--- src/rtl/id_ex_stage.sv ---
// ID/EX pipeline register: holds one decoded instruction, forwards operands from MEM/WB,
// inserts load-use bubbles, stalls on downstream backpressure and squashes on flush.
module id_ex_stage #(
  parameter int DATA_WIDTH  = 32,
  parameter int ALU_OP_BITS = 4,
  parameter int REG_BITS    = 5
) (
  input  logic                   clk,
  input  logic                   reset,
  input  logic                   id_valid,
  output logic                   id_ready,
  input  logic [ALU_OP_BITS-1:0] id_alu_op,
  input  logic [REG_BITS-1:0]    id_rs,
  input  logic [REG_BITS-1:0]    id_rt,
  input  logic [REG_BITS-1:0]    id_rd,
  input  logic [DATA_WIDTH-1:0]  id_rs_data,
  input  logic [DATA_WIDTH-1:0]  id_rt_data,
  input  logic [DATA_WIDTH-1:0]  id_imm,
  input  logic                   id_alu_src,
  input  logic                   id_reg_write,
  input  logic                   id_mem_read,
  input  logic                   mem_reg_write,
  input  logic [REG_BITS-1:0]    mem_rd,
  input  logic [DATA_WIDTH-1:0]  mem_result,
  input  logic                   wb_reg_write,
  input  logic [REG_BITS-1:0]    wb_rd,
  input  logic [DATA_WIDTH-1:0]  wb_result,
  input  logic                   flush,
  input  logic                   ex_ready,
  output logic                   ex_valid,
  output logic [ALU_OP_BITS-1:0] ex_alu_op,
  output logic [DATA_WIDTH-1:0]  ex_data1,
  output logic [DATA_WIDTH-1:0]  ex_data2,
  output logic [DATA_WIDTH-1:0]  ex_store_data,
  output logic [REG_BITS-1:0]    ex_rd,
  output logic                   ex_reg_write,
  output logic                   ex_mem_read,
  output logic [31:0]            stall_count
);

  logic [REG_BITS-1:0]   ex_rs, ex_rt;
  logic [DATA_WIDTH-1:0] rs_val, rt_val, imm_val;
  logic                  alu_src;
  logic                  slot_free, hazard, load_en;
  logic [DATA_WIDTH-1:0] fwd_rs, fwd_rt;

  // Value captured into the slot: r0 is hardwired, a same-cycle WB write wins over the given value.
  function automatic logic [DATA_WIDTH-1:0] capture(
    input logic [REG_BITS-1:0]   r,
    input logic [DATA_WIDTH-1:0] fallback,
    input logic                  wb_we,
    input logic [REG_BITS-1:0]   wb_r,
    input logic [DATA_WIDTH-1:0] wb_val
  );
    if (r == '0)
      return '0;
    else if (wb_we && wb_r == r)
      return wb_val;
    else
      return fallback;
  endfunction

  function automatic logic [DATA_WIDTH-1:0] forward(
    input logic [REG_BITS-1:0]   r,
    input logic [DATA_WIDTH-1:0] held,
    input logic                  mem_we,
    input logic [REG_BITS-1:0]   mem_r,
    input logic [DATA_WIDTH-1:0] mem_val,
    input logic                  wb_we,
    input logic [REG_BITS-1:0]   wb_r,
    input logic [DATA_WIDTH-1:0] wb_val
  );
    if (r == '0)
      return '0;
    else if (mem_we && mem_r == r)
      return mem_val;
    else if (wb_we && wb_r == r)
      return wb_val;
    else
      return held;
  endfunction

  always_comb begin
    slot_free = !ex_valid || ex_ready;
    hazard    = ex_valid && ex_mem_read && (ex_rd != '0) &&
                ((id_rs == ex_rd) || (id_rt == ex_rd));
    id_ready  = flush || (slot_free && !hazard);
    load_en   = slot_free && id_valid && !hazard;
  end

  always_comb begin
    fwd_rs        = forward(ex_rs, rs_val, mem_reg_write, mem_rd, mem_result,
                            wb_reg_write, wb_rd, wb_result);
    fwd_rt        = forward(ex_rt, rt_val, mem_reg_write, mem_rd, mem_result,
                            wb_reg_write, wb_rd, wb_result);
    ex_data1      = fwd_rs;
    ex_data2      = alu_src ? imm_val : fwd_rt;
    ex_store_data = fwd_rt;
  end

  always_ff @(posedge clk) begin
    if (reset) begin
      ex_valid     <= 1'b0;
      ex_alu_op    <= '0;
      ex_rs        <= '0;
      ex_rt        <= '0;
      ex_rd        <= '0;
      rs_val       <= '0;
      rt_val       <= '0;
      imm_val      <= '0;
      alu_src      <= 1'b0;
      ex_reg_write <= 1'b0;
      ex_mem_read  <= 1'b0;
      stall_count  <= '0;
    end else begin
      if (id_valid && !id_ready && !flush && stall_count != 32'hFFFF_FFFF)
        stall_count <= stall_count + 32'd1;

      if (flush) begin
        ex_valid <= 1'b0;
      end else if (load_en) begin
        ex_valid     <= 1'b1;
        ex_alu_op    <= id_alu_op;
        ex_rs        <= id_rs;
        ex_rt        <= id_rt;
        ex_rd        <= id_rd;
        rs_val       <= capture(id_rs, id_rs_data, wb_reg_write, wb_rd, wb_result);
        rt_val       <= capture(id_rt, id_rt_data, wb_reg_write, wb_rd, wb_result);
        imm_val      <= id_imm;
        alu_src      <= id_alu_src;
        ex_reg_write <= id_reg_write;
        ex_mem_read  <= id_mem_read;
      end else if (slot_free) begin
        ex_valid <= 1'b0;
      end else begin
        // Held instruction would miss a WB write that retires while it waits, so refresh it here.
        rs_val <= capture(ex_rs, rs_val, wb_reg_write, wb_rd, wb_result);
        rt_val <= capture(ex_rt, rt_val, wb_reg_write, wb_rd, wb_result);
      end
    end
  end

endmodule

--- config.mk ---
export PLATFORM = sky130hd
export DESIGN_NAME = id_ex_stage
export DESIGN_NICKNAME = d
export VERILOG_FILES = /design/src/rtl/id_ex_stage.sv
export SDC_FILE = /design/constraint.sdc
export NUM_CORES = 1
export LEC_CHECK = 0
export ABC_AREA = 1
export CORE_AREA = 2 2 143 145
export CTS_CLUSTER_DIAMETER = 80
export DETAILED_ROUTE_END_ITERATION = 7
export DIE_AREA = 0 0 145 147
export DONT_BUFFER_PORTS = 1
export PLACE_DENSITY = 0.8
export RECOVER_POWER = 100
export SETUP_SLACK_MARGIN = 0.05
export SLEW_MARGIN = 10
export SYNTH_ARGS = -nofsm -noshare
export SYNTH_HDL_FRONTEND = slang
export SYNTH_SLANG_ARGS = --single-unit
--- constraint.sdc ---
create_clock -name clk -period 4.2 [get_ports clk]
set_input_delay 1.26 -clock clk [delete_from_list [all_inputs] [get_ports clk]]
set_output_delay 1.26 -clock clk [all_outputs]
set_load 0.01 [all_outputs]
==> summary.md <==
| Metric | Value |
|---|---|
| Share of the yosys chip area belonging to registers | 0.261 |
| Fin cells | 2250 |
| Die Y | 147 um |
| Met1 GRT Util | 0.438 |
| H-tree depth | 4 |
| R2R Setup Slk | 0.90 ns |
| Critical path launch point type | input port |
| Final setup violation count | 0 |
| Ys async rst share | 0 |
| Layout area overhead | 5.59% |
| Die ar. | 21300 sq um |
| Critical Path AT | 2.79 ns |
| DRC violations left | 0 |
| CTS hold repair buffers | 0 |
| Share of layout cells above drive strength 1 | 0.0561 |
| Top-count cell post-synth | nand2_1 |
| Dpl cell area | 11800 sq um |
| CTS Sinks | 151 |
| Number of synthesized flops with an enable pin | 0 |
| Initial Util | 0.584 |
| Fmax | 247 MHz |
| Post-synth top flop | dfxtp_1 |
| RSZ-0062 raised after global routing | true |
| Leak | 6.09 nW |
| Clock-pin slew on the worst setup and hold paths | 0.07 ns |
| Ranking of synthesized cells by area | dfxtp_1, nand2_1, nor2_1 |
| Initial antenna violation count | 0 |
| Ports | 340 |
| GRT Max-Usage Layer | met2 |
| Placed cells | 2218 |
| Routed WL per cell | 17.5 um |
| Port buffer count | 0 |
| First-pass GRT wire length | 62900 um |
| Total Routing Usage GR | 0.358 |
| Required time of the critical path | 2.94 ns |
| FP Rows | 52 |
| Clk Latency, worst-skew pair | 0.43 ns |
| Fin crit period | 4.05 ns |
| Pwr Total | 4.01 mW |
| Final period util | 0.964 |
| Drt pass-1 iters | 6 |
| Netlist cell types | 36 |
| Clock buffer depth | 2 |
| Max VDD drop | 0.287 mV |
| Layout Cell Area excl Fill | 12200 sq um |
| Total Wirelength | 39300 um |
| DR iter-0 viols | 1069 |
| Post-synthesis cell count | 2027 |
| Post-Route Skew | 0.0106 ns |
| Clk Tree Root Cell | clkbuf_16 |
| Pin count of the biggest net entering global routing | 73 |
| Synth Cell Area | 11600 sq um |
| Worst rel slew slack | 0.0649 |
| Syn Nets | 2227 |
| Num CTS Buffers | 17 |
| Vias/cell | 5.84 |
| Final setup TNS | 0 ns |
| Cell taking the most area after synthesis | dfxtp_1 |
| Yosys reg bits | 151 |
| Final Hold Slack | 0.461 ns |
| Worst setup margin | 0.152 ns |
| HPWL after DPL | 27500 um |
| Final global-route overflow total | 0 |
| List of most frequent post-synthesis cells | nand2_1, nor2_1, inv_1, o21ai_0, nand3_1 |
| Final antenna-violating net count | 0 |
| Vias | 13.1k |
| CP endpoint kind | primary output |
| Crit path kind | in2out |
| Mean Syn Cell Area | 5.72 sq um |
| Final net count | 2167 |
| Die W | 145 um |
| Global Route met2 Usage | 0.595 |
| Worst slew pin tran | 1.40 ns |
| Post-synth top area share | 0.261 |
| Final hold violation count | 0 |
| RD Place Congestion | 0.993 |
| Total number of yosys warnings | 0 |
| Crit Path Max Fanout | 68 |
| Outcome | finished clean |
| Max-Cap Viols | 0 |
| Vias in the first global route | 12.3k |
| Number of antenna repair diodes | 0 |
| Max-slew violations | 0 |
| Worst slack, placed | 0.0847 ns |
| Pwr dens | 327 nW/um^2 |
| M3 GR Usage | 0.0938 |
| CTS tree | done |
| CORE AREA | 19800 sq um |
| Hold WC Path Type | reg2reg |
| Final core utilization | 0.617 |
[per-layer routing]
| layer | part of all wire | routed length [um] | vias up |
|---|---|---|---|
| met5 | 0 | 0 | - |
| met4 | 0.038 | 1510 | 0 |
| met3 | 0.097 | 3810 | 109 |
| met2 | 0.47 | 18400 | 709 |
| met1 | 0.40 | 15600 | 5978 |
| li1 | - | - | 6353 |
[cell type report]
type                    instances  area, sq um
fillers                      2012         7600
clock inverters                15          204
clock buffers                  17          425
inverters                     218          820
flip-flops and latches        151         3020
multi-input cells            1521         7080
repair buffers                 58          358
well taps                     270          338
[cell usage in the layout, fill, tap and decap left out, drive strengths merged, types with 9 or more instances in the layout]
master,synthesis,final
clkbuf,79,53
nand3,161,161
o211ai,64,64
xor2,16,16
a21oi,94,94
nor3,14,14
o22ai,9,9
inv,218,227
o21ai,187,187
nand4,42,42
nand2b,32,32
nor2,312,312
buf,58,22
nand2,538,538
dfxtp,151,151
or2,32,32
[worst paths after layout]
path                                     end  depth (start not counted)        start
worst max-delay path            ex_data2[13]                          9     wb_rd[2]
worst min-delay path             imm_val[15]                          2  imm_val[15]
worst max register to register    rs_val[11]                         13     ex_rd[4]
worst min register to register   imm_val[15]                          2  imm_val[15]
[where the power goes]
part	internal [mW]	switching, mW	leakage, nW
registers	1.51	0.0563	1.24
clock network	0.919	0.737	0.310
logic	0.245	0.545	4.55
total	2.67	1.34	6.09
[repair_timing]
item	in CTS	in global routing
buffers inserted	0	0
resized for setup	0	2
endpoints found under the setup margin	0	4
[critical path: stages]
cell and delay (ns):
inv_1 0.14, o22ai_1 0.10, nor2_1 0.12, nand3_2 0.13, buf_12 0.21, o211ai_1 0.21
nand3_1 0.16, o21ai_0 0.23, clkbuf_1 0.18
[cell families after synthesis]
family,Yosys count,share of synthesized area
DFF,151,0.261
AOI/OAI and AO/OA,356,0.170
xor gates and xnor gates,24,0.0181
buffers and inverters,355,0.129
and+or+nand+nor,1140,0.421
adders and majority gates,1,0.00108
[sequential cells by signal (all words and copies together) (netlist names)]
signal        flops
ex_alu_op         4
rt_val           32
stall_count      32
ex_rs             5
ex_rd             5
alu_src           1
ex_mem_read       1
ex_reg_write      1
rs_val           32
ex_valid          1
imm_val          32
ex_rt             5
No activity file was read; power rests on OpenSTA's default activity.
==> edit 1 (same settings) <==
Reset style: asynchronous (`reset`), changed in one clocked block.
--- a/src/rtl/id_ex_stage.sv
+++ b/src/rtl/id_ex_stage.sv
@@ -100,3 +100,3 @@
 
-  always_ff @(posedge clk) begin
+  always_ff @(posedge clk or posedge reset) begin
     if (reset) begin
Function: differs if reset is asserted again (counterexample within 4 cycles, from zero or initial values and one cycle with reset high); with reset held inactive, the same outputs for 4 cycles.
==> edit 1 against the unedited design <==
The run now ends with capacitance limit, slew limit left; critical path depth is 2 lower; wire length rose by 13%; final area increased by 8.8%; sequential cell count unchanged; setup slack improved by 27 ps; worst hold slack better by 19 ps; area after synthesis up 10%; critical endpoint is now ex_data1[0].
Power is not compared: it rests on default switching activity, and its combinational part moved more than twofold at a synthesized area within 25%.
==> edit 1: results (changes against the unedited design) <==
run_status:
  status: "complete, but fails checks"
  violations: "capacitance limit, slew limit"
grt:
  grt_usage_pct: 40.4  # +4.6 points
  grt_max_degree: 90  # +23%
  grt_pass1_vias: 13200  # +7.9%
  gr-usage-met3_pct: 10.4  # +1.0 points
  antenna_found_initial: 2  # +2
  use_met1_pct: 52.4  # +8.6 points
  use_met2_pct: 62.4  # +2.9 points
cells_and_area:
  nFillCells: 1933  # -3.9%
  final_cells: 2323  # +3.2%
  fin_nets: 2240  # +3.4%
  drive_gt1_share_pct: 5.21  # -0.39 points
  antenna_cells: 0  # unchanged
critical_path:
  reg2reg_slack_ps: 620  # -280 ps
  arrival_ps: 2760  # -30 ps
  worstRegToRegCells: 11  # -2
  endpoint: "ex_data1[0]"
  r2r-start: "ex_rd[2]"
  rr_endpoint: "rt_val[10]"
  slowest_stage: "nand3_2"
  cp-startpoint: "mem_rd[3]"
  cp_slowest_stage_delay_ps: 420  # +190 ps
  cp_max_fo: 22  # -68%
run:
  drv_cap: 4  # +4
route:
  initialDrtViolationCount: 1681  # +57%
  m1WireLength_um: 16700  # +7.6%
  wl_met3_um: 5210  # +37%
  met2_length_um: 20000  # +8.3%
  highest_layer: "met5"
  num_vias: 14400  # +9.8%
synth:
  yosysUniqueCellTypes: 35  # -2.8%
  yosysSeqAreaShare_pct: 29.6  # +3.6 points
  syn_avg_cell_area_um2: 5.99  # +4.7%
  synth_compound_area_share_pct: 5.08  # -12 points
  ys_dominant_reg_cell: "dfrtp_1"
  synth_common_cells: "nand2_1 (762), nand3_1 (338), inv_1 (262)"
  synthArstFlopShare_pct: 100  # +100 points
  synthAdderAreaFrac_pct: 0.0981  # -0.0098 points
  synth_xor_area_share_pct: 1.85  # +0.042 points
  synth_nets: 2329  # +4.6%
  synth.area.top_cells: "dfrtp_1 (30%), nand2_1 (22%), nand3_1 (13%)"
placement:
  gp_congestion: 0.952  # -4.2%
  placed_area_um2: 12800  # +8.7%
  hpwl_um: 30400  # +11%
timing:
  clock_skew_ps: 11.0  # +0.458 ps
  final-max-slew-violation-count: 173  # +173
  hold_ws_ps: 480  # +18.8 ps
  slew_headroom_pct: -30.9  # -37 points
[edit 1: changes by cell type after synthesis, sizes merged, moves of 33 or more]
cell,change
nand2,+227
nor2,-187
nand3,+180
dfrtp,+151
dfxtp,-151
o21ai,-130
nand4,+123
a21oi,-88
inv,+55
buf,+33
[edit 1: critical path: cells and delay by family]
family | cells | cell delay, ps
buf+inv | 3 | 600
simple gates | 2 | 480
compound gates | 2 | 400
[edit 1: through the flow]
step           setup WS, ps  util [%]
3_3_place_gp            245      64.6
2_1_floorplan           621         -
4_1_cts                 242      67.5
6_report                179      67.1
5_1_grt                36.1      67.1
3_5_place_dp            270      64.6
[edit 1: final cells by class]
| class | instances | area, um2 | share of cell area (%) |
|---|---|---|---|
| clock inverters | 13 | 148 | 1.11 |
| well taps | 270 | 338 | 2.54 |
| clock buffers | 19 | 433 | 3.25 |
| multi-input cells | 1553 | 7220 | 54.2 |
| repair buffers | 44 | 375 | 2.82 |
| inverters | 273 | 1030 | 7.70 |
| flip-flops and latches | 151 | 3780 | 28.4 |
==> edit 2 (same flow settings) <==
Without the edit above. The parameter `REG_BITS` goes from 5 to 10.
--- a/src/rtl/id_ex_stage.sv
+++ b/src/rtl/id_ex_stage.sv
@@ -5,3 +5,3 @@
   parameter int ALU_OP_BITS = 4,
-  parameter int REG_BITS    = 5
+  parameter int REG_BITS    = 10
 ) (
Interface: changed (6 resized); port bits go from 340 to 370. The function was not compared with the original's and may differ.
==> edit 2 against the unedited design <==
The flow now finishes with violations (capacitance limit, slew limit); global-route usage rose by 5.5 points; combinational power up 15%; sequential power is 11% higher; die area is the same; wire length is 21% higher; critical path depth grew 1; total power grew 5.5%; final area grew 13%; setup slack worse by 150 ps; register-to-register slack worse by 310 ps; area after synthesis is 10% higher; sequential cell count rose by 15.
==> edit 2: results (changes against the unedited design) <==
run_status:
  status: "complete, but fails checks"
  violations: "capacitance limit, slew limit"
placement:
  place_ws_ps: 18.7  # -66.0 ps
  numPortBuffers: 0  # unchanged
  placedCellCount: 2440  # +10%
  hpwl_um: 32600  # +19%
  gp_congestion: 1.02  # +2.5%
cts:
  htree_levels: 4  # unchanged
  cts_root_buffer: "clkbuf_16"
  numCtsBuffers: 17  # unchanged
  clock_latency_ps: 440
  post_cts_resized: 3  # +3
  path_clk_slew_ps: 70  # about the same
  postCtsSetupRepairBufs: 0  # unchanged
  cts_max_path_buffers: 2  # unchanged
route:
  drt-wirelength-per-cell_um: 19.0  # +8.9%
  firstDrtPassIters: 8  # +2
  wirelength_um: 47400  # +21%
  vias_per_cell: 6.04  # +3.4%
  initialDrtViolationCount: 2049  # +92%
run:
  drv_cap: 2  # +2
cells_and_area:
  antenna_cells: 0  # unchanged
  nFillCells: 1807  # -10%
  drive_gt1_share_pct: 6.39  # +0.78 points
pwr:
  ir_drop_v: 0.000311  # +8.4%
  leakagePower_uw: 0.00735  # +21%
  p_switching_uw: 1380  # +3.1%
synth:
  synth_common_cells: "nand2_1 (677), inv_1 (343), nor2_1 (243)"
  synth.area.top_cells: "dfxtp_1 (26%), nand2_1 (20%), inv_1 (10%)"
  yosysUniqueCellTypes: 37  # +2.8%
  synth_xor_area_share_pct: 3.43  # +1.6 points
  ys_warn_count: 0  # unchanged
  synthAdderAreaFrac_pct: 0.0981  # -0.0098 points
  synth_compound_area_share_pct: 15.6  # -1.3 points
  synthArstFlopShare_pct: 0  # unchanged
  syn-instance-count: 2257  # +11%
  synth_nets: 2482  # +11%
  yosysTopAreaCellShare_pct: 26.0  # about the same
  muxShareOfSynthArea_pct: 0  # unchanged
  yosysSeqAreaShare_pct: 26.0  # about the same
grt:
  grt_first_pass_wirelength_um: 71600  # +14%
  antenna_found_initial: 0  # unchanged
  grt_usage_pct: 41.3  # +5.5 points
  grt_pass1_vias: 13400  # +8.8%
  grt_max_degree: 76  # +4.1%
critical_path:
  slowest_stage: "o211ai_1"
  critical_path.top_delay_family: "buffers and inverters"
  cp_slowest_stage_delay_ps: 370  # +140 ps
  cp_max_fo: 11  # -84%
  arrival_ps: 2930  # +140 ps
timing:
  final-max-slew-violation-count: 43  # +43
  clock_skew_ps: 14.3  # +3.69 ps
  worst_pin_slew_ps: 1990  # +591 ps
worst_hold_path:
  min_path_type: "flop to flop"
==> edit 2: final timing paths <==
path	start	endpoint	slack (ps)	cells after the start
setup / recovery	mem_rd[2]	ex_data2[31]	6	10
hold / removal	imm_val[17]	imm_val[17]	460	2
hold reg to reg	imm_val[17]	imm_val[17]	460	2
setup reg to reg	ex_rd[7]	ex_mem_read	590	13
==> edit 2: area by class of cell <==
type	count	area share, %
clock buffers	22	3.27
clock inverters	10	0.892
inverters	349	9.54
multi-input cells	1600	54.4
flip-flops and latches	166	23.9
well taps	270	2.43
repair buffers	75	5.58
==> edit 2: cell families (layout without fill, tap and decap cells) <==
kind of cell | Yosys count | in the layout
xor+xnor | 50 | 50
compound gates | 359 | 359
fa+ha+maj | 1 | 1
buf+inv | 491 | 456
simple gates | 1190 | 1190
flops | 166 | 166
==> edit 2: routing by layer <==
layer	global-route usage, %	up-vias	wire [um]	share of wire, %
li1	-	7071	-	-
met1	54.2	6799	18500	39
met2	64.9	1055	20900	44
met3	11.8	131	6210	13
met4	15.4	0	1790	3.8
met5	0	-	0	0
==> edit 2: power groups by stage <==
stage | logic, uW | clock network (uW) | registers, uW
3_3_place_gp | 836 | 0 | 1760
5_1_grt | 997 | 1660 | 1740
6_report | 909 | 1590 | 1730
3_5_place_dp | 850 | 0 | 1760
2_1_floorplan | 655 | 0 | 1740
4_1_cts | 856 | 1600 | 1730
==> edit 2: per-stage QoR <==
| stage | utilization [%] | hold slack [ps] | instance area, um2 |
|---|---|---|---|
| after global placement | 65.5 | 448 | 13000 |
| after detailed placement | 65.5 | 450 | 13000 |
| after CTS | 68.5 | 460 | 13600 |
| after global routing | 70.0 | 478 | 13900 |
| final | 70.0 | 463 | 13900 |
| after floorplan | - | 445 | 12800 |
